--- config.mk ---
export PLATFORM = sky130hd
export DESIGN_NAME = exc_ctrl
export DESIGN_NICKNAME = d
export VERILOG_FILES = /design/src/rtl/cp0_pkg.sv /design/src/rtl/exc_prio_enc.sv /design/src/rtl/exc_ctrl.sv
export SDC_FILE = /design/constraint.sdc
export NUM_CORES = 1
export LEC_CHECK = 0
export ABC_AREA = 1
export BUFFER_PORTS_ARGS = -buffer_cell sky130_fd_sc_hd__buf_4
export CAP_MARGIN = 20
export CELL_PAD_IN_SITES_DETAIL_PLACEMENT = 1
export CELL_PAD_IN_SITES_GLOBAL_PLACEMENT = 1
export CORE_MARGIN = 5
export CORE_UTILIZATION = 31
export DETAILED_ROUTE_END_ITERATION = 8
export PLACE_DENSITY_LB_ADDON = 0.1
export SLEW_MARGIN = 20
export SYNTH_ARGS = -nofsm -noshare
export SYNTH_HDL_FRONTEND = slang
export SYNTH_SLANG_ARGS = --single-unit
--- constraint.sdc ---
create_clock -name clk -period 1.86 [get_ports clk]
set_input_delay 0 -clock clk [delete_from_list [all_inputs] [get_ports clk]]
set_output_delay 0 -clock clk [all_outputs]
set_load 0.1 [all_outputs]
--- src/rtl/cp0_pkg.sv ---
// Shared constants and types for the exception sequencer: CP0 cause codes,
// Status enable-bit positions, FSM states and the default handler address.
package cp0_pkg;

  localparam logic [4:0] CauseSys = 5'b01000;
  localparam logic [4:0] CauseBrk = 5'b01001;
  localparam logic [4:0] CauseTeq = 5'b01101;

  localparam int unsigned StatusIe  = 0;
  localparam int unsigned StatusSys = 1;
  localparam int unsigned StatusBrk = 2;
  localparam int unsigned StatusTeq = 3;

  localparam logic [31:0] ExcVectorDefault = 32'h0040_0004;
  // 32-bit Status shifted 5 bits per nesting level leaves room for six levels.
  localparam int unsigned MaxDepthDefault  = 6;
  localparam int unsigned DepthW           = 3;

  typedef enum logic [1:0] {
    StIdle,
    StTrap,
    StVec,
    StRet
  } exc_state_e;

  function automatic logic [31:0] ret_target(input logic [31:0] epc);
    return epc + 32'd4;
  endfunction

endpackage

--- src/rtl/exc_prio_enc.sv ---
// Masks trap requests with the CP0 Status enables and picks the winner:
// syscall beats break beats teq.
module exc_prio_enc
  import cp0_pkg::*;
(
  input  logic       syscall_req_i,
  input  logic       break_req_i,
  input  logic       teq_req_i,
  input  logic [3:0] status_en_i,
  output logic       valid_o,
  output logic [4:0] cause_o
);

  logic sys_ok;
  logic brk_ok;
  logic teq_ok;

  always_comb begin
    sys_ok  = syscall_req_i & status_en_i[StatusIe] & status_en_i[StatusSys];
    brk_ok  = break_req_i   & status_en_i[StatusIe] & status_en_i[StatusBrk];
    teq_ok  = teq_req_i     & status_en_i[StatusIe] & status_en_i[StatusTeq];
    valid_o = sys_ok | brk_ok | teq_ok;
    cause_o = '0;
    if (sys_ok) begin
      cause_o = CauseSys;
    end else if (brk_ok) begin
      cause_o = CauseBrk;
    end else if (teq_ok) begin
      cause_o = CauseTeq;
    end
  end

endmodule

--- src/rtl/exc_ctrl.sv ---
// Exception sequencer: drives CP0 exception/eret strobes, redirects fetch,
// stalls decode while a trap is in flight and tracks Status-stack depth.
module exc_ctrl
  import cp0_pkg::*;
#(
  parameter logic [31:0] EXC_VECTOR = ExcVectorDefault,
  parameter int unsigned MAX_DEPTH  = MaxDepthDefault
) (
  input  logic        clk,
  input  logic        rst_n,
  input  logic        syscall_req,
  input  logic        break_req,
  input  logic        teq_req,
  input  logic        eret_req,
  input  logic [31:0] pc_in,
  input  logic [31:0] status,
  input  logic [31:0] exc_addr,
  output logic        exception,
  output logic        eret,
  output logic [4:0]  cause,
  output logic [31:0] cp0_pc,
  output logic        redirect,
  output logic [31:0] redirect_pc,
  output logic        stall,
  output logic [2:0]  depth,
  output logic        nest_err
);

  localparam logic [DepthW-1:0] MaxDepthL = DepthW'(MAX_DEPTH);

  exc_state_e        state_q;
  logic              exception_q;
  logic              eret_q;
  logic [4:0]        cause_q;
  logic [31:0]       cp0_pc_q;
  logic              redirect_q;
  logic [31:0]       redirect_pc_q;
  logic              stall_q;
  logic [DepthW-1:0] depth_q;
  logic              nest_err_q;

  logic              exc_valid;
  logic [4:0]        exc_cause;
  logic              unused_status;

  assign unused_status = ^status[31:4];

  exc_prio_enc u_prio_enc (
    .syscall_req_i (syscall_req),
    .break_req_i   (break_req),
    .teq_req_i     (teq_req),
    .status_en_i   (status[3:0]),
    .valid_o       (exc_valid),
    .cause_o       (exc_cause)
  );

  always_ff @(posedge clk) begin
    if (!rst_n) begin
      state_q       <= StIdle;
      exception_q   <= 1'b0;
      eret_q        <= 1'b0;
      cause_q       <= '0;
      cp0_pc_q      <= '0;
      redirect_q    <= 1'b0;
      redirect_pc_q <= '0;
      stall_q       <= 1'b0;
      depth_q       <= '0;
      nest_err_q    <= 1'b0;
    end else begin
      exception_q <= 1'b0;
      eret_q      <= 1'b0;
      redirect_q  <= 1'b0;
      nest_err_q  <= 1'b0;
      unique case (state_q)
        StIdle: begin
          // A qualified trap always shadows a simultaneous eret.
          if (exc_valid) begin
            if (depth_q < MaxDepthL) begin
              state_q     <= StTrap;
              exception_q <= 1'b1;
              cause_q     <= exc_cause;
              cp0_pc_q    <= pc_in;
              stall_q     <= 1'b1;
            end else begin
              nest_err_q <= 1'b1;
            end
          end else if (eret_req) begin
            if (depth_q != '0) begin
              state_q       <= StRet;
              eret_q        <= 1'b1;
              redirect_q    <= 1'b1;
              redirect_pc_q <= ret_target(exc_addr);
              stall_q       <= 1'b1;
            end else begin
              nest_err_q <= 1'b1;
            end
          end
        end
        StTrap: begin
          state_q       <= StVec;
          redirect_q    <= 1'b1;
          redirect_pc_q <= EXC_VECTOR;
          depth_q       <= depth_q + 1'b1;
        end
        StVec: begin
          state_q <= StIdle;
          stall_q <= 1'b0;
        end
        StRet: begin
          state_q <= StIdle;
          stall_q <= 1'b0;
          depth_q <= depth_q - 1'b1;
        end
        default: state_q <= StIdle;
      endcase
    end
  end

  assign exception   = exception_q;
  assign eret        = eret_q;
  assign cause       = cause_q;
  assign cp0_pc      = cp0_pc_q;
  assign redirect    = redirect_q;
  assign redirect_pc = redirect_pc_q;
  assign stall       = stall_q;
  assign depth       = depth_q;
  assign nest_err    = nest_err_q;

endmodule

# ---- Word level (Yosys, flattened, before mapping)
# Index checks and enable logic that the tools add are counted.
dict set report word_totals {
  ff_bits 79
  in_bits 102
  out_inout_bits 77
  elab_cells 70
}
dict set report classes {
  addsub 3
  n_lt_le_gt_ge 1
  n_eq_ne 9
  n_mux 27
  bitwise_logic 8
  n_reduce_logical 12
}
# op count
set op_table {}
lappend op_table {{$mux W32} 3}
lappend op_table {{$pmux W32 S2} 1}
lappend op_table {{$add A32 B3 Y32 const B} 1}
lappend op_table {{$mux W1} 12}
lappend op_table {{$mux W5} 2}
lappend op_table {{$ne A3 B3 Y1 const B} 3}
lappend op_table {{$reduce_and A3 Y1} 3}
lappend op_table {{$mux W2} 4}
lappend op_table {{$reduce_and A4 Y1} 2}
lappend op_table {{$and A1 B1 Y1} 6}
lappend op_table {{$ne A2 B2 Y1 const B} 3}
lappend op_table {{$pmux W2 S3} 1}
lappend op_table {{$pmux W3 S2} 1}
lappend op_table {{$reduce_bool A2 Y1} 3}
lappend op_table {{$eq A2 B2 Y1 const B} 2}
lappend op_table {{$mux W4} 1}
lappend op_table {{$pmux W1 S2} 2}
lappend op_table {{$add A3 B1 Y3 const B} 1}
lappend op_table {{$lt A3 B3 Y1 const B} 1}
lappend op_table {{$reduce_bool A3 Y1} 1}
lappend op_table {{$sub A3 B1 Y3 const B} 1}
lappend op_table {{$eq A2 B1 Y1 const B} 1}
lappend op_table {{$logic_not A2 Y1} 1}
lappend op_table {{$or A1 B1 Y1} 2}
lappend op_table {{other kinds (2)} 2}

# ---- Depth between registers and ports, before layout
# Gate-level depths: netlist of the first run.
dict set report logic_depth {
  word_depth 6
  depth_mapped 10
}

# ---- Hierarchy
# Synthesis of the first run repeated with hierarchy kept, for this count alone.
dict set report unflattened {
  hier_cells 550
  area_unflattened_um2 3781.1
}
# mod instances cells_per_inst area_each_um2 seq_area_each_um2
set by_module_without_submodules {}
lappend by_module_without_submodules {exc_ctrl 1 538 3707.3 1581.5}
lappend by_module_without_submodules {exc_prio_enc 1 12 73.8 0.0}

# ---- Worst setup path after synthesis of the first run
# OpenSTA, ideal clock, no wires.
dict set report synth_path {
  kind {reg-to-reg}
  from {register depth_q[0], in the netlist depth[0]}
  to {register depth_q[2], in the netlist depth[2]}
  setup_ns 0.122
  arrival_time_ns 2.028
  setup_slack_ns -0.290
  path_stages_with_launch 7
  n_path_buf 0
  cell_sequence {dfxtp_1 inv_1 fa_1 a21oi_1 o21ai_0 o21ai_0 a21oi_1}
}
dict set report synth_between {
  elab_chain_cells 2
  word_cells_on_any_way 3
  classes_between {2 x add/sub; 1 x mux}
}
# item line
set synth_rtl {}
lappend synth_rtl {{start: declaration} exc_ctrl.sv:39} ;# logic [DepthW-1:0] depth_q;
lappend synth_rtl {{start signal: assignment} exc_ctrl.sv:103} ;# depth_q <= depth_q + 1'b1;
lappend synth_rtl {{start signal: assignment} exc_ctrl.sv:112} ;# depth_q <= depth_q - 1'b1;
lappend synth_rtl {{$sub A3 B1 Y3 or $add A3 B1 Y3 (tied branches)} {exc_ctrl.sv:112, exc_ctrl.sv:103}}
lappend synth_rtl {{$pmux W3 S2 (*)} exc_ctrl.sv:74} ;# unique case (state_q)
# Every way passes the cells marked *; elsewhere a longest branch is shown, timed or not.
# A chain may end at the register's enable or synchronous reset.

# ---- Worst setup path after layout of the first run
dict set report layout_path {
  from {register state_q[0]}
  to {register cp0_pc_q[20], in the netlist cp0_pc[20]}
}
dict set report layout_between {
  elab_chain_cells 2
}
# item line
set layout_rtl {}
lappend layout_rtl {{start: declaration} exc_ctrl.sv:31} ;# exc_state_e state_q;
lappend layout_rtl {{start signal: assignment} exc_ctrl.sv:59} ;# state_q <= StIdle;
lappend layout_rtl {{start signal: assignment} exc_ctrl.sv:79} ;# state_q <= StTrap;
lappend layout_rtl {{start signal: assignment} exc_ctrl.sv:89} ;# state_q <= StRet;
lappend layout_rtl {{$logic_not A2 Y1} exc_ctrl.sv:74}
lappend layout_rtl {{$reduce_and A3 Y1 (no source line)} -}
lappend layout_rtl {{end signal: assignment} exc_ctrl.sv:82} ;# cp0_pc_q <= pc_in;
lappend layout_rtl {{end: declaration} exc_ctrl.sv:35} ;# logic [31:0] cp0_pc_q;
# Every way passes these cells.

==> reports/metrics.yaml, run 1 <==
run_status:
  outcome: "finished, final reports clean"
timing:
  rsz0062_at_grt: "no"
  clock_skew_ns: 0.006980
  hold_viol: 0
  layout_min_cycle_time_ns: 1.619
  timing.final.ws_setup_ns: 0.2409
  finalCritPeriodShare: 0.8705
  slew_viol_final: 0
  whs_ns: 0.01216
  final-setup-viol-count: 0
  finalSetupTns_ns: 0
  fmax_mhz: 617.6
placement:
  dp_hpwl_microns: 10160
  numPortBuffers: 148
  pre_cts_slack_ns: 0.2959
  place.gp.congestion: 0.8700
routing:
  vias: 4254
  route.antenna.remaining_nets: 0
  drt_wl_total_microns: 13900
  drt_iter0_markers: 199
  drc_errors: 0
  viasPerCell: 4.732
  wire_per_inst_microns: 15.46
  firstDrtPassIters: 4
run:
  max_cap_viol_count: 0
clock_network:
  post-cts-setup-buffers: 0
  cts_inserted_buffers: 9
  cts.htree.levels: 3
  cts_tree: "yes"
  clock_sinks: 77
  cts-root-buf: "clkbuf_16"
  worst_skew_pair.late_latency_ns: 0.34
  cts_hold_buf: 40
  clk_pin_slew_ns: 0.06
  cts_resized: 0
  cts.path.max_buffers: 2
floorplan:
  start_util: 0.3161
  ioPinCount: 179
  fp.dieH_microns: 120.4
  die_w_microns: 120.4
  fp.coreArea_sq_um: 11960
  die_area_sq_um: 14510
  row_count: 40
power:
  p_leak_nw: 2.679
  pwr-share-clk: 0.296
  ir_drop_uv: 469.5
  internal_power_w: 0.003366
  powerDensity_nw_per_um2: 1044
  pwr-share-seq: 0.323
  comb_power_share: 0.381
  p_sw_frac: 0.4321
  power.switching_w: 0.002561
grt:
  grt_pass1_vias: 4541
  grt_max_degree: 43
  grt_pass1_wl_microns: 22740
  antenna_found_initial: 0
  grt-ovfl-total: 0
  track_usage: 0.1946
critical_path:
  cp-end-kind: "register"
  cp_common_cell: "nor2_1"
  crit_slowest_cell: "dfxtp_1"
  start_kind: "register"
  cp_cell_sequence: "nor2_1 > inv_1 > nor2_8 > buf_4 > o21ai_0 > nor2_1"
  cp.arrival_ns: 1.87
  crit_type: "register to register"
  crit_required_ns: 2.11
  path_max_fanout: 32
  slowest_delay_ns: 0.38
cells_and_area:
  nNetsFinal: 851
  area_growth_pct: 50.13
  diodes: 0
  drive_gt1_frac: 0.2952
yosys:
  synthAdderAreaFrac: 0.008604
  postSynthAreaPerCell_sq_um: 6.740
  postSynthCellCount: 561
  yosys_most_used_dff: "dfxtp_1"
  synthesis.area_sq_um: 3781
  synth_xor_area_frac: 0
  yosys.area_share.simple: 0.3769
  synth_top_family_by_area: "simple AND/OR/NAND/NOR gates"
  synth_compound_area_frac: 0.1135
  ys_ff_latch: 77
  yosysUniqueCellTypes: 32
  synth-async-reset-ratio: 0
  synth-edff-count: 0
  yosys_warnings: 0
  muxShareOfSynthArea: 0
  seq_area_frac_synth: 0.4077
min_path:
  hp-class: "input port to register"
## registers in the layout, indices dropped and copies added (netlist names)
register,count
exception,1
stall,1
eret,1
state_q,2
cause,3
redirect_pc,32
nest_err,1
depth,3
redirect,1
cp0_pc,32
## synth_stat cells (5+ instances only)
cell type | number | share of area
o21ai_0 | 46 | 0.061
buf_6 | 7 | 0.021
clkbuf_1 | 5 | 0.0050
inv_2 | 5 | 0.0050
nor2_2 | 30 | 0.050
dfxtp_1 | 77 | 0.41
nand3_1 | 40 | 0.053
nand2_1 | 134 | 0.13
nor2_1 | 97 | 0.096
inv_1 | 46 | 0.046
nor3_1 | 6 | 0.0079
a21oi_1 | 32 | 0.042
## worst max-delay path: cells and delay by family (launching register included)
kind                   cells  cell delay [ns]
AOI/OAI and AO/OA          1             0.12
buffers and inverters      2             0.47
DFF                        1             0.38
and+or+nand+nor            3             0.57
## cells in the final DEF (no fill, tap or decap), types with 2 or more instances in the layout
cell           netlist  routed
nand2_2              4       4
o21bai_1             2       2
nand4_1              2       2
o21ai_1              2       2
clkbuf_8             0       3
o21ai_0             46      46
nand3_1             40      40
nor3_1               6       6
nand3_2              4       4
nor2_1              97      97
dfxtp_1             77      74
dfxtp_2              0       3
nor2_2              30      30
nand2_1            134     134
dlygate4sd3_1        0      40
inv_2                5       5
inv_4                2       2
clkbuf_16            0       9
a21oi_1             32      32
or2_2                3       3
buf_4                4     153
inv_1               46      46
conb_1               1       2
## stage by stage
step                      cells    util  cell area (sq um)  total power (W)
after global routing        899  0.4746               5677         0.006194
after CTS                   899  0.4746               5677         0.005985
after floorplan             562       -               3789         0.003601
final                       899  0.4746               5677         0.005927
after global placement      843  0.4163               4980         0.004115
after detailed placement    843  0.4163               4980         0.004146
## metal layers
metal,part of all wire,global-route usage
met1,0.43,0.2256
met2,0.50,0.3475
met3,0.054,0.05332
met4,0.017,0.06020
met5,0,0
## cell type report
type,count,area [sq um]
inverters,54,207.7
multi-input cells,412,1894
clock inverters,4,30.03
flip-flops and latches,77,1545
fillers,1553,6285
clock buffers,12,266.5
repair buffers,193,1549
well taps,147,183.9
## logic make-up after synthesis
group                      count (synthesis)
and+or+nand+nor                          324
AOI/OAI and AO/OA                         84
other                                      1
buffers and inverters                     73
DFF                                       77
adders and majority gates                  2
## power by group through the flow
| stage | clock network [W] | logic [W] | registers [W] |
|---|---|---|---|
| 2_1_floorplan | 0 | 0.000497 | 0.00310 |
| 3_3_place_gp | 0 | 0.00218 | 0.00194 |
| 3_5_place_dp | 0 | 0.00220 | 0.00195 |
| 4_1_cts | 0.00179 | 0.00228 | 0.00192 |
| 5_1_grt | 0.00188 | 0.00238 | 0.00194 |
| 6_report | 0.00175 | 0.00226 | 0.00192 |
## worst paths after layout
kind	start	endpoint	slack [ns]	cells after the start
min reg2reg	redirect_pc[4]	redirect_pc[4]	0.44	2
min	exc_addr[18]	redirect_pc[18]	0.01	4
max reg2reg	state_q[0]	cp0_pc[20]	0.24	6
max	state_q[0]	cp0_pc[20]	0.24	6
No activity file was read; power rests on OpenSTA's default activity.
==> inputs of run 2 (changes only) <==
--- a/config.mk
+++ b/config.mk
@@ -13,7 +13,8 @@
 export CORE_MARGIN = 5
 export CORE_UTILIZATION = 31
 export DETAILED_ROUTE_END_ITERATION = 8
-export PLACE_DENSITY_LB_ADDON = 0.1
+export HOLD_SLACK_MARGIN = 0.08
+export PLACE_DENSITY = 0.89
 export SLEW_MARGIN = 20
 export SYNTH_ARGS = -nofsm -noshare
 export SYNTH_HDL_FRONTEND = slang
==> reports/metrics.yaml, run 2 (synthesized netlist as in run 1, its figures left out) <==
run_status:
  outcome: "finished, final reports clean"
timing:
  slew_viol_final: 0  # unchanged
  hold_viol: 0  # unchanged
  final-setup-viol-count: 0  # unchanged
  finalSetupTns_ns: 0  # unchanged
  worst_pin_slew_ns: 0.5130
  clock_skew_ns: 0.01474  # +0.007763 ns
  layout_min_cycle_time_ns: 1.747  # +0.1275 ns
  finalCritPeriodShare: 0.9391  # +0.06857
  whs_ns: 0.08337  # +0.07121 ns
  rsz0062_at_grt: "no"
  max-slew-margin-rel: 0.6559
  fmax_mhz: 572.5  # -7.3%
cells_and_area:
  final_common_cell: "buf_4"
  fill_cells: 1501  # -3.3%
  nNetsFinal: 876  # +2.9%
  area_growth_pct: 58.54
  layout_common_cells: "150 x buf_4, 134 x nand2_1, 97 x nor2_1"
  stdcell_count: 926  # +3.0%
  drive_gt1_frac: 0.2819  # -0.01336
critical_path:
  critical-path-top-delay-family: "compound AO/OA/AOI/OAI gates"
  r2r_cells: 6  # unchanged
  critPathBufInv: 0  # -2
  crit_required_ns: 2.08  # -0.03 ns
  cp_cell_sequence: "nand2_1 > fa_1 > a21oi_1 > o21ai_0 > o21ai_0 > a21oi_1"
  cp.depth: 6  # unchanged
  slowest_delay_ns: 0.46  # +0.08 ns
  start_kind: "register"
  path_max_fanout: 6  # -81%
  cp.arrival_ns: 1.96  # +0.09 ns
  cp-end-kind: "register"
  crit_type: "register to register"
  crit_slowest_cell: "dfxtp_1"
placement:
  dp_hpwl_microns: 10850  # +6.8%
  numPortBuffers: 148  # unchanged
  dp_cells: 842  # -0.12%
  place.gp.congestion: 0.8677  # -0.26%
clock_network:
  clock_sinks: 77  # unchanged
  cts.path.max_buffers: 2  # unchanged
  cts_inserted_buffers: 9  # unchanged
  clk_pin_slew_ns: 0.06  # about the same
  cts-root-buf: "clkbuf_16"
  worst_skew_pair.late_latency_ns: 0.35  # about the same
  cts_tree: "yes"
  cts.htree.levels: 3  # unchanged
min_path:
  hp-class: "input port to register"
  hold_depth: 6  # +2
grt:
  grt_util_met1: 0.2373  # +0.01169
  use_met2: 0.4010  # +0.05344
  grt_pass1_vias: 5046  # +11%
  grt_max_degree: 58  # +35%
  gr-usage-met3: 0.03695  # -0.01637
  track_usage: 0.2210  # +0.02636
  antenna_found_initial: 1  # +1
  grt_pass1_wl_microns: 25390  # +12%
  grt.busiest_layer: "met2"
  grt-ovfl-total: 0  # unchanged
power:
  powerDensity_nw_per_um2: 1061  # +1.6%
  ir_drop_uv: 525.8  # +12%
  p_leak_nw: 2.810  # +4.9%
floorplan:
  ioPinCount: 179  # unchanged
  die_w_microns: 120.4  # unchanged
  start_util: 0.3161  # unchanged
  die_area_sq_um: 14510  # unchanged
  row_count: 40  # unchanged
  fp.dieH_microns: 120.4  # unchanged
  fp.coreArea_sq_um: 11960  # unchanged
routing:
  drt_iter0_markers: 290  # +46%
  drt_wl_total_microns: 16150  # +16%
  route.antenna.remaining_nets: 0  # unchanged
  wire_per_inst_microns: 17.44  # +13%
  vias: 4594  # +8.0%
  drc_errors: 0  # unchanged
  viasPerCell: 4.961  # +4.8%
  firstDrtPassIters: 4  # unchanged
run:
  max_cap_viol_count: 0  # unchanged
==> run 2: cell type report <==
| cell class | count | area, sq um | area share |
|---|---|---|---|
| repair buffers | 218 | 1818 | 0.3033 |
| inverters | 54 | 207.7 | 0.03465 |
| multi-input cells | 412 | 1894 | 0.3160 |
| clock buffers | 11 | 232.7 | 0.03882 |
| well taps | 147 | 183.9 | 0.03068 |
| clock inverters | 5 | 107.6 | 0.01795 |
| diodes | 2 | 5.005 | 0.0008349 |
| flip-flops and latches | 77 | 1545 | 0.2578 |
==> run 2: routing by layer <==
metal  part of all wire  wire [microns]
met2               0.51            8239
met3              0.047             759
met5                  0               0
met1               0.39            6254
met4              0.056             898
==> run 2: worst reg2reg max path, stage by stage (launching register included) <==
cell and delay [ns]:
dfxtp_1 0.46, nand2_1 0.12, fa_1 0.42, a21oi_1 0.19, o21ai_0 0.15, o21ai_0 0.22
a21oi_1 0.06
==> run 2: path summary, 6_finish.rpt <==
check	from	end	slack, ns
worst max-delay path	state_q[0]	depth[2]	0.11
worst min register to register	redirect_pc[11]	redirect_pc[11]	0.45
worst max register to register	state_q[0]	depth[2]	0.11
worst min-delay path	exc_addr[11]	redirect_pc[11]	0.08
==> run 2: power breakdown <==
group	internal, W	switching, W
clock	0.00132	0.000748
sequential	0.00182	0.000110
combinational	0.000571	0.00179
total	0.00371	0.00265
==> run 2: timing repair <==
action | 4_1_cts | 5_1_grt
buffers inserted | 0 | 0
hold endpoints to repair | 63 | 0
endpoints found under the setup margin | 0 | 1
hold buffers | 66 | 0
gates resized for setup | 0 | 1
==> run 2: through the flow <==
step           utilization  worst slack, ns  instance area (sq um)  total power (W)
2_1_floorplan            -          0.06641                   3789         0.003601
3_3_place_gp        0.4167           0.3783                   4985         0.004109
3_5_place_dp        0.4167           0.2656                   4985         0.004167
4_1_cts             0.5004           0.2361                   5986         0.006350
5_1_grt             0.5009          0.02059                   5992         0.006570
6_report            0.5012           0.1133                   5995         0.006360
